<file path="src/rtl/ne16_evt_collector.sv">
// Per-core event collector and job timer for the NE16 accelerator.
// Latency: event/ack affects pending_o/irq_o one edge later; job_done_o follows the busy fall by one edge.
// Backpressure: none; pulses are always accepted, and counters saturate with a sticky overflow flag.
//
// Ports:
//   clk_i, rst_ni       clock, asynchronous active-low reset
//   clear_i             synchronous clear of all state (highest priority)
//   evt_i, ack_i        per (core,event) pulses, bit index c*N_EVT+e
//   busy_i              accelerator busy level
//   irq_o               per-core level interrupt (any pending counter non-zero)
//   pending_o           pending counters, slice [(c*N_EVT+e)*CNT_W +: CNT_W]
//   overflow_o          sticky counter saturation flags
//   job_cycles_o        cycle length of the last completed job
//   job_done_o          one-cycle strobe when job_cycles_o updates
module ne16_evt_collector #(
    parameter int N_CORES = 8,
    parameter int N_EVT   = 2,
    parameter int CNT_W   = 4,
    parameter int CYC_W   = 32
) (
    input  logic                             clk_i,
    input  logic                             rst_ni,
    input  logic                             clear_i,
    input  logic [N_CORES*N_EVT-1:0]         evt_i,
    input  logic                             busy_i,
    input  logic [N_CORES*N_EVT-1:0]         ack_i,
    output logic [N_CORES-1:0]               irq_o,
    output logic [N_CORES*N_EVT*CNT_W-1:0]   pending_o,
    output logic [N_CORES*N_EVT-1:0]         overflow_o,
    output logic [CYC_W-1:0]                 job_cycles_o,
    output logic                             job_done_o
);

    localparam int                N_CNT   = N_CORES * N_EVT;
    localparam logic [CNT_W-1:0]  CNT_MAX = '1;
    localparam logic [CNT_W-1:0]  CNT_ONE = 1;
    localparam logic [CYC_W-1:0]  CYC_MAX = '1;
    localparam logic [CYC_W-1:0]  CYC_ONE = 1;

    typedef enum logic [1:0] {
        IDLE = 2'd0,
        RUN  = 2'd1,
        DONE = 2'd2
    } state_t;

    // ---------------- pending counters ----------------
    logic [CNT_W-1:0] cnt_q [N_CNT];
    logic [CNT_W-1:0] cnt_d [N_CNT];
    logic [N_CNT-1:0] ovf_q;
    logic [N_CNT-1:0] ovf_d;

    // Simultaneous evt+ack cancel out, so only the lone cases move a counter.
    always_comb begin
        ovf_d = ovf_q;
        for (int i = 0; i < N_CNT; i++) begin
            cnt_d[i] = cnt_q[i];
            if (evt_i[i] && !ack_i[i]) begin
                if (cnt_q[i] == CNT_MAX) begin
                    ovf_d[i] = 1'b1;
                end else begin
                    cnt_d[i] = cnt_q[i] + CNT_ONE;
                end
            end else if (!evt_i[i] && ack_i[i] && (cnt_q[i] != '0)) begin
                cnt_d[i] = cnt_q[i] - CNT_ONE;
            end
        end
    end

    always_ff @(posedge clk_i or negedge rst_ni) begin
        if (!rst_ni) begin
            for (int i = 0; i < N_CNT; i++) cnt_q[i] <= '0;
            ovf_q <= '0;
        end else if (clear_i) begin
            for (int i = 0; i < N_CNT; i++) cnt_q[i] <= '0;
            ovf_q <= '0;
        end else begin
            for (int i = 0; i < N_CNT; i++) cnt_q[i] <= cnt_d[i];
            ovf_q <= ovf_d;
        end
    end

    // Interrupt is decoded straight from the counters so it tracks them with no extra delay.
    always_comb begin
        irq_o = '0;
        for (int c = 0; c < N_CORES; c++) begin
            for (int e = 0; e < N_EVT; e++) begin
                if (cnt_q[c*N_EVT+e] != '0) irq_o[c] = 1'b1;
            end
        end
    end

    for (genvar g = 0; g < N_CNT; g++) begin : g_pend
        assign pending_o[g*CNT_W +: CNT_W] = cnt_q[g];
    end

    assign overflow_o = ovf_q;

    // ---------------- job timer ----------------
    state_t           state_q;
    logic [CYC_W-1:0] cyc_q;
    logic [CYC_W-1:0] job_cycles_q;
    logic             job_done_q;

    always_ff @(posedge clk_i or negedge rst_ni) begin
        if (!rst_ni) begin
            state_q      <= IDLE;
            cyc_q        <= '0;
            job_cycles_q <= '0;
            job_done_q   <= 1'b0;
        end else if (clear_i) begin
            state_q      <= IDLE;
            cyc_q        <= '0;
            job_cycles_q <= '0;
            job_done_q   <= 1'b0;
        end else begin
            job_done_q <= 1'b0;
            case (state_q)
                IDLE: begin
                    if (busy_i) begin
                        state_q <= RUN;
                        cyc_q   <= CYC_ONE;
                    end
                end
                RUN: begin
                    if (busy_i) begin
                        if (cyc_q != CYC_MAX) cyc_q <= cyc_q + CYC_ONE;
                    end else begin
                        state_q      <= DONE;
                        job_cycles_q <= cyc_q;
                        job_done_q   <= 1'b1;
                    end
                end
                DONE: begin
                    // A job may start on the very cycle the previous one is reported.
                    if (busy_i) begin
                        state_q <= RUN;
                        cyc_q   <= CYC_ONE;
                    end else begin
                        state_q <= IDLE;
                    end
                end
                default: state_q <= IDLE;
            endcase
        end
    end

    assign job_cycles_o = job_cycles_q;
    assign job_done_o   = job_done_q;

endmodule

</file>
<file path="config.mk">
export PLATFORM = sky130hd
export DESIGN_NAME = ne16_evt_collector
export DESIGN_NICKNAME = d
export VERILOG_FILES = /design/src/rtl/ne16_evt_collector.sv
export SDC_FILE = /design/constraint.sdc
export NUM_CORES = 1
export LEC_CHECK = 0
export ABC_AREA = 1
export CAP_MARGIN = 30
export CELL_PAD_IN_SITES_DETAIL_PLACEMENT = 1
export CELL_PAD_IN_SITES_GLOBAL_PLACEMENT = 1
export CORE_MARGIN = 4
export CORE_UTILIZATION = 35
export CTS_BUF_LIST = sky130_fd_sc_hd__clkbuf_16
export DETAILED_ROUTE_END_ITERATION = 8
export PLACE_DENSITY = 0.82
export REMOVE_ABC_BUFFERS = 1
export SLEW_MARGIN = 20
export SYNTH_ARGS = -nofsm -noshare
export SYNTH_HDL_FRONTEND = slang
export SYNTH_SLANG_ARGS = --single-unit
</file>
<file path="constraint.sdc">
create_clock -name clk_i -period 3.3 [get_ports clk_i]
set_input_delay 0.66 -clock clk_i [delete_from_list [all_inputs] [get_ports clk_i]]
set_output_delay 0.66 -clock clk_i [all_outputs]
set_load 0.01 [all_outputs]
</file>
Word level (Yosys, flattened, before mapping)
Cells that the tools add are included.
{"block": "op_classes", "add_sub_neg": 33, "mux": 114, "n_reduce_logical": 183, "n_eq_ne": 41}
{"op": "two-way mux 32 bit", "count": 7}
{"op": "two-way mux 4 bit", "count": 48}
{"op": "AND reduction 2 bit", "count": 34}
{"op": "nonzero test 2 bit", "count": 33}
{"op": "adder 4 x 1 -> 4 bit (second input constant)", "count": 16}
{"op": "equality test 4 bit (second input constant)", "count": 16}
{"op": "two-way mux 64 bit", "count": 1}
{"op": "case mux 32 bit (2 select lines)", "count": 1}
{"op": "nonzero test 4 bit", "count": 16}
{"op": "subtractor 4 x 1 -> 4 bit (second input constant)", "count": 16}
{"op": "!= test 3 bit (second input constant)", "count": 20}
{"op": "two-way mux 1 bit", "count": 52}
{"op": "nonzero test 3 bit", "count": 17}
{"op": "logical AND 1 bit", "count": 48}
{"op": "adder 32 x 1 -> 32 bit (second input constant)", "count": 1}
{"op": "logical NOT 1 bit", "count": 32}
{"op": "!= test 32 bit (second input constant)", "count": 1}
{"op": "two-way mux 16 bit", "count": 1}
{"op": "two-way mux 2 bit", "count": 3}
{"op": "case mux 2 bit (3 select lines)", "count": 1}
{"op": "AND reduction 4 bit", "count": 1}
{"op": "!= test 3 x 1 -> 1 bit (second input constant)", "count": 1}
{"op": "equality test 2 x 1 -> 1 bit (second input constant)", "count": 1}
{"op": "equality test 2 bit (second input constant)", "count": 1}
{"op": "3 further kinds", "count": 3}
{"block": "totals", "input_bits": 36, "word_cells": 407, "out_inout_bits": 121, "register_bits": 147}

Longest topological paths before layout
{"block": "depth", "depth_word": 6, "ltp_mapped": 11, "ltp_nobuf": 10}

Worst setup path before layout
Ideal clock, no wire load.
{"block": "synth_path", "path_type": "input -> register", "start": "in clear_i", "end": "reg cyc_q[4]", "arrival_ns": 1.686, "setup_time_ns": 0.127, "path_stages": 10, "required_time_ns": 3.173, "n_path_buf": 2, "path_slack_ns": 1.486, "path_cell_list": "buf_4 > clkinv_2 > nand2_2 > nor2_1 > nand2_1 > nor2_1 > nand3_4 > nand3_1 > buf_4 > o21ai_0"}
{"block": "synth_via", "elab_chain_cells": 2, "elab_cells_between_ends": 6, "classes_between": "eq/ne: 3; mux: 1; reduce/logical: 2"}
{"item": "start, declared", "line": "23", "rtl": "input logic clear_i,"}
{"item": "!= test 3 bit (no source line), or another cell as far along"}
{"item": "AND reduction 4 bit (no source line)"}
{"item": "end signal, assigned", "line": "126", "rtl": "if (cyc_q != CYC_MAX) cyc_q <= cyc_q + CYC_ONE;"}
{"item": "end, declared", "line": "100", "rtl": "logic [CYC_W-1:0] cyc_q;"}
Several ways; a longest one is shown, not always the timed one.
A chain may end at the register's enable or synchronous reset.

Worst setup path after layout
{"block": "layout_path", "start": "reg cnt_q (netlist bit pending_o[44])", "end": "out irq_o[5]"}
{"block": "layout_via", "elab_chain_cells": 2}
{"item": "start, declared", "line": "47", "rtl": "logic [CNT_W-1:0] cnt_q [N_CNT];"}
{"item": "nonzero test 4 bit", "line": "87", "rtl": "if (cnt_q[c*N_EVT+e] != '0) irq_o[c] = 1'b1;"}
{"item": "two-way mux 1 bit", "line": "87"}
{"item": "end, declared", "line": "27", "rtl": "output logic [N_CORES-1:0] irq_o,"}
No other way between the ends.

==> results.sh <==
export IMPL_slew_headroom=0.590
export IMPL_synth_ff_type="dfrtp_1"
export IMPL_postCtsHoldBufs=0
export IMPL_cts_root_buf="clkbuf_16"
export IMPL_initial_core_util=0.356
export IMPL_die_area_um2=27300
export IMPL_clock_skew_ns=0.00741
export IMPL_finalHoldViolCount=0
export IMPL_switching_share=0.353
export IMPL_yosysWarnings=0
export IMPL_outcome="finished, final reports clean"
export IMPL_synth_top_cell_area_share=0.425
export IMPL_slew_viol_final=0
export IMPL_max_freq_mhz=383
export IMPL_avgViaCountPerCell=4.98
export IMPL_setup_worst_path_start="pending_o[44]"
export IMPL_drive_above_1_share=0.0582
export IMPL_regToRegStartpoint="cyc_q[1]"
export IMPL_critical_path_max_fanout=5
export IMPL_routed_wl_um=24600
export IMPL_clock_tree_buffer_depth=2
export IMPL_wl_per_cell_um=15.6
export IMPL_fin_setup_tns_ns=0
export IMPL_setup_slack_ns=0.689
export IMPL_clockPowerShare=0.290
export IMPL_syn_inst=1081
export IMPL_syn_avg_cell_area_um2=8.00
export IMPL_peakVddDrop_uv=273
export IMPL_drtIter0Drc=326
export IMPL_ys_types=33
export IMPL_overflow=0
export IMPL_synth_edf_count=0
export IMPL_comb_power_share=0.348
export IMPL_dpl_hpwl_um=18700
export IMPL_track_usage=0.186
export IMPL_path_class="flip-flop to primary output"
export IMPL_die_w_um=165
export IMPL_yosys_top_cells_count="290 x nand2_1, 147 x dfrtp_1, 118 x nand3_1"
export IMPL_setup_viol=0
export IMPL_nets=1326
export IMPL_yosysMostFrequentCell="nand2_1"
export IMPL_cts_buffers=17
export IMPL_maxCapViolCount=0
export IMPL_cp_arrival_ns=1.95
export IMPL_power_frac_seq=0.362
export IMPL_num_antenna_cells=0
export IMPL_dp_slack_ns=0.764
export IMPL_rsz0062_at_grt="false"
export IMPL_cts_resized=0
export IMPL_tightestPinTransition_ns=0.614
export IMPL_io_pins=157
export IMPL_hold_class="primary input to async pin"
export IMPL_worstSkewPairLatency_ns=0.42
export IMPL_fin_cells=1578
export IMPL_globalplace_congestion=0.874
export IMPL_clk_pin_slew_worst_paths_ns=0.07
export IMPL_required_ns=2.64
export IMPL_crit_path_start_kind="flip-flop"
export IMPL_nFillCells=2925
export IMPL_ant_nets=0
export IMPL_clkSinkCount=147
export IMPL_placed_cells_incl_taps=1546
export IMPL_finalPower_mw=6.89
export IMPL_synth_area_top_cells="dfrtp_1 43%, nand2_1 13%, nand3_1 6.8%"
export IMPL_ys_ff_latch=147
export IMPL_antenna_found_initial=0
export IMPL_grt_start_max_net_pins=66
export IMPL_drcViolationCount=0
export IMPL_first_pass_iters=4
export IMPL_layout_min_cycle_time_ns=2.61
export IMPL_area_growth_synth_to_final_pct=29.0
export IMPL_total_leakage_power_nw=5.01
export IMPL_dieHeight_um=165
export IMPL_synth_area_um2=8650
export IMPL_grt_pass1_vias=8353
export IMPL_seq_area_frac_synth=0.425
export IMPL_grt_pass1_wl_um=41200
export IMPL_async_reset_ff_frac=1.00
export IMPL_cts_tree="done"
export IMPL_end_kind="primary output"
export IMPL_period_share=0.791
export IMPL_via_count=7852
export IMPL_rows=57
export IMPL_power_density_nw_per_um2=618
export IMPL_h_tree_depth=4
export IMPL_switchingPower_mw=2.43
export IMPL_cts_setup_buffers=0
export IMPL_finalHoldWorstSlack_ns=0.200
export IMPL_synth_top_area_cell="dfrtp_1"
export IMPL_portBuffers=156
export IMPL_p_int_mw=4.46
export IMPL_core_area_um2=24300
-- final cells by class --
| type | instances | area, µm² | share of cell area |
|---|---|---|---|
| Clock inverter | 15 | 183 | 0.0164 |
| Clock buffer | 17 | 425 | 0.0381 |
| Inverter | 116 | 437 | 0.0391 |
| Multi-Input combinational cell | 795 | 4390 | 0.394 |
| Timing Repair Buffer | 164 | 1640 | 0.147 |
| Sequential cell | 147 | 3680 | 0.330 |
| Tap cell | 324 | 405 | 0.0363 |
-- sequential cells by signal, summed over array words and instances, names as in the netlist --
name / flops
cyc_q: 32
job_cycles_o: 32
job_done_o: 1
overflow_o: 16
pending_o: 64
state_q: 2
-- cells in the final DEF, fill, tap and decap left out, types with 3 or more instances in the layout --
cell type and n:
nand3_1 118, inv_1 110, inv_2 4, clkdlybuf4s50_1 155
nor2_1 74, buf_4 7, o21ai_0 77, bufinv_16 3
dfrtp_1 147, xor2_1 50, o21ai_2 10, clkinv_1 3
clkinv_4 6, xnor2_1 10, nor3_1 16, or2_2 8
a21oi_1 17, nand2_1 290, ha_1 33, o21ai_1 40
clkbuf_16 17, nand4_1 22, fa_1 16
-- path summary, 6_finish.rpt --
path | endpoint | slack [ns] | cells after the start
min reg2reg | overflow_o[0] | 0.48 | 2
max in group asynchronous | overflow_o[15] | 2.29 | 2
min in group clk_i | overflow_o[0] | 0.48 | 2
max reg2reg | cyc_q[10] | 1.25 | 10
max | irq_o[5] | 0.69 | 4
min | pending_o[15] | 0.20 | 1
-- power groups by stage --
stage	logic, mW	clock network (mW)	registers (mW)
final	2.40	2.00	2.49
after global routing	2.70	2.13	2.55
after CTS	2.45	2.05	2.49
after detailed placement	2.44	0	2.52
after global placement	2.30	0	2.51
after floorplan	1.25	0	2.54
-- through the flow --
stage	area, µm²	utilization
5_1_grt	11200	0.459
6_report	11200	0.459
3_5_place_dp	10500	0.434
4_1_cts	11200	0.459
2_1_floorplan	8510	-
3_3_place_gp	10500	0.434
-- critical path: stages (launching register included) --
cell,delay (ns)
dfrtp_1,0.44
inv_1,0.16
nand3_1,0.13
or2_2,0.31
clkdlybuf4s50_1,0.49
-- layer usage --
metal,global-route usage,part of all wire
met4,0.0518,0.015
met1,0.236,0.45
met5,0,0
met3,0.0382,0.042
met2,0.320,0.49
-- logic make-up after synthesis --
family | synth area share
compound gates | 0.0886
xor+xnor | 0.0608
fa+ha+maj | 0.0848
buf+inv | 0.0667
flops | 0.425
simple gates | 0.274
No activity file was read; power rests on OpenSTA's default activity.
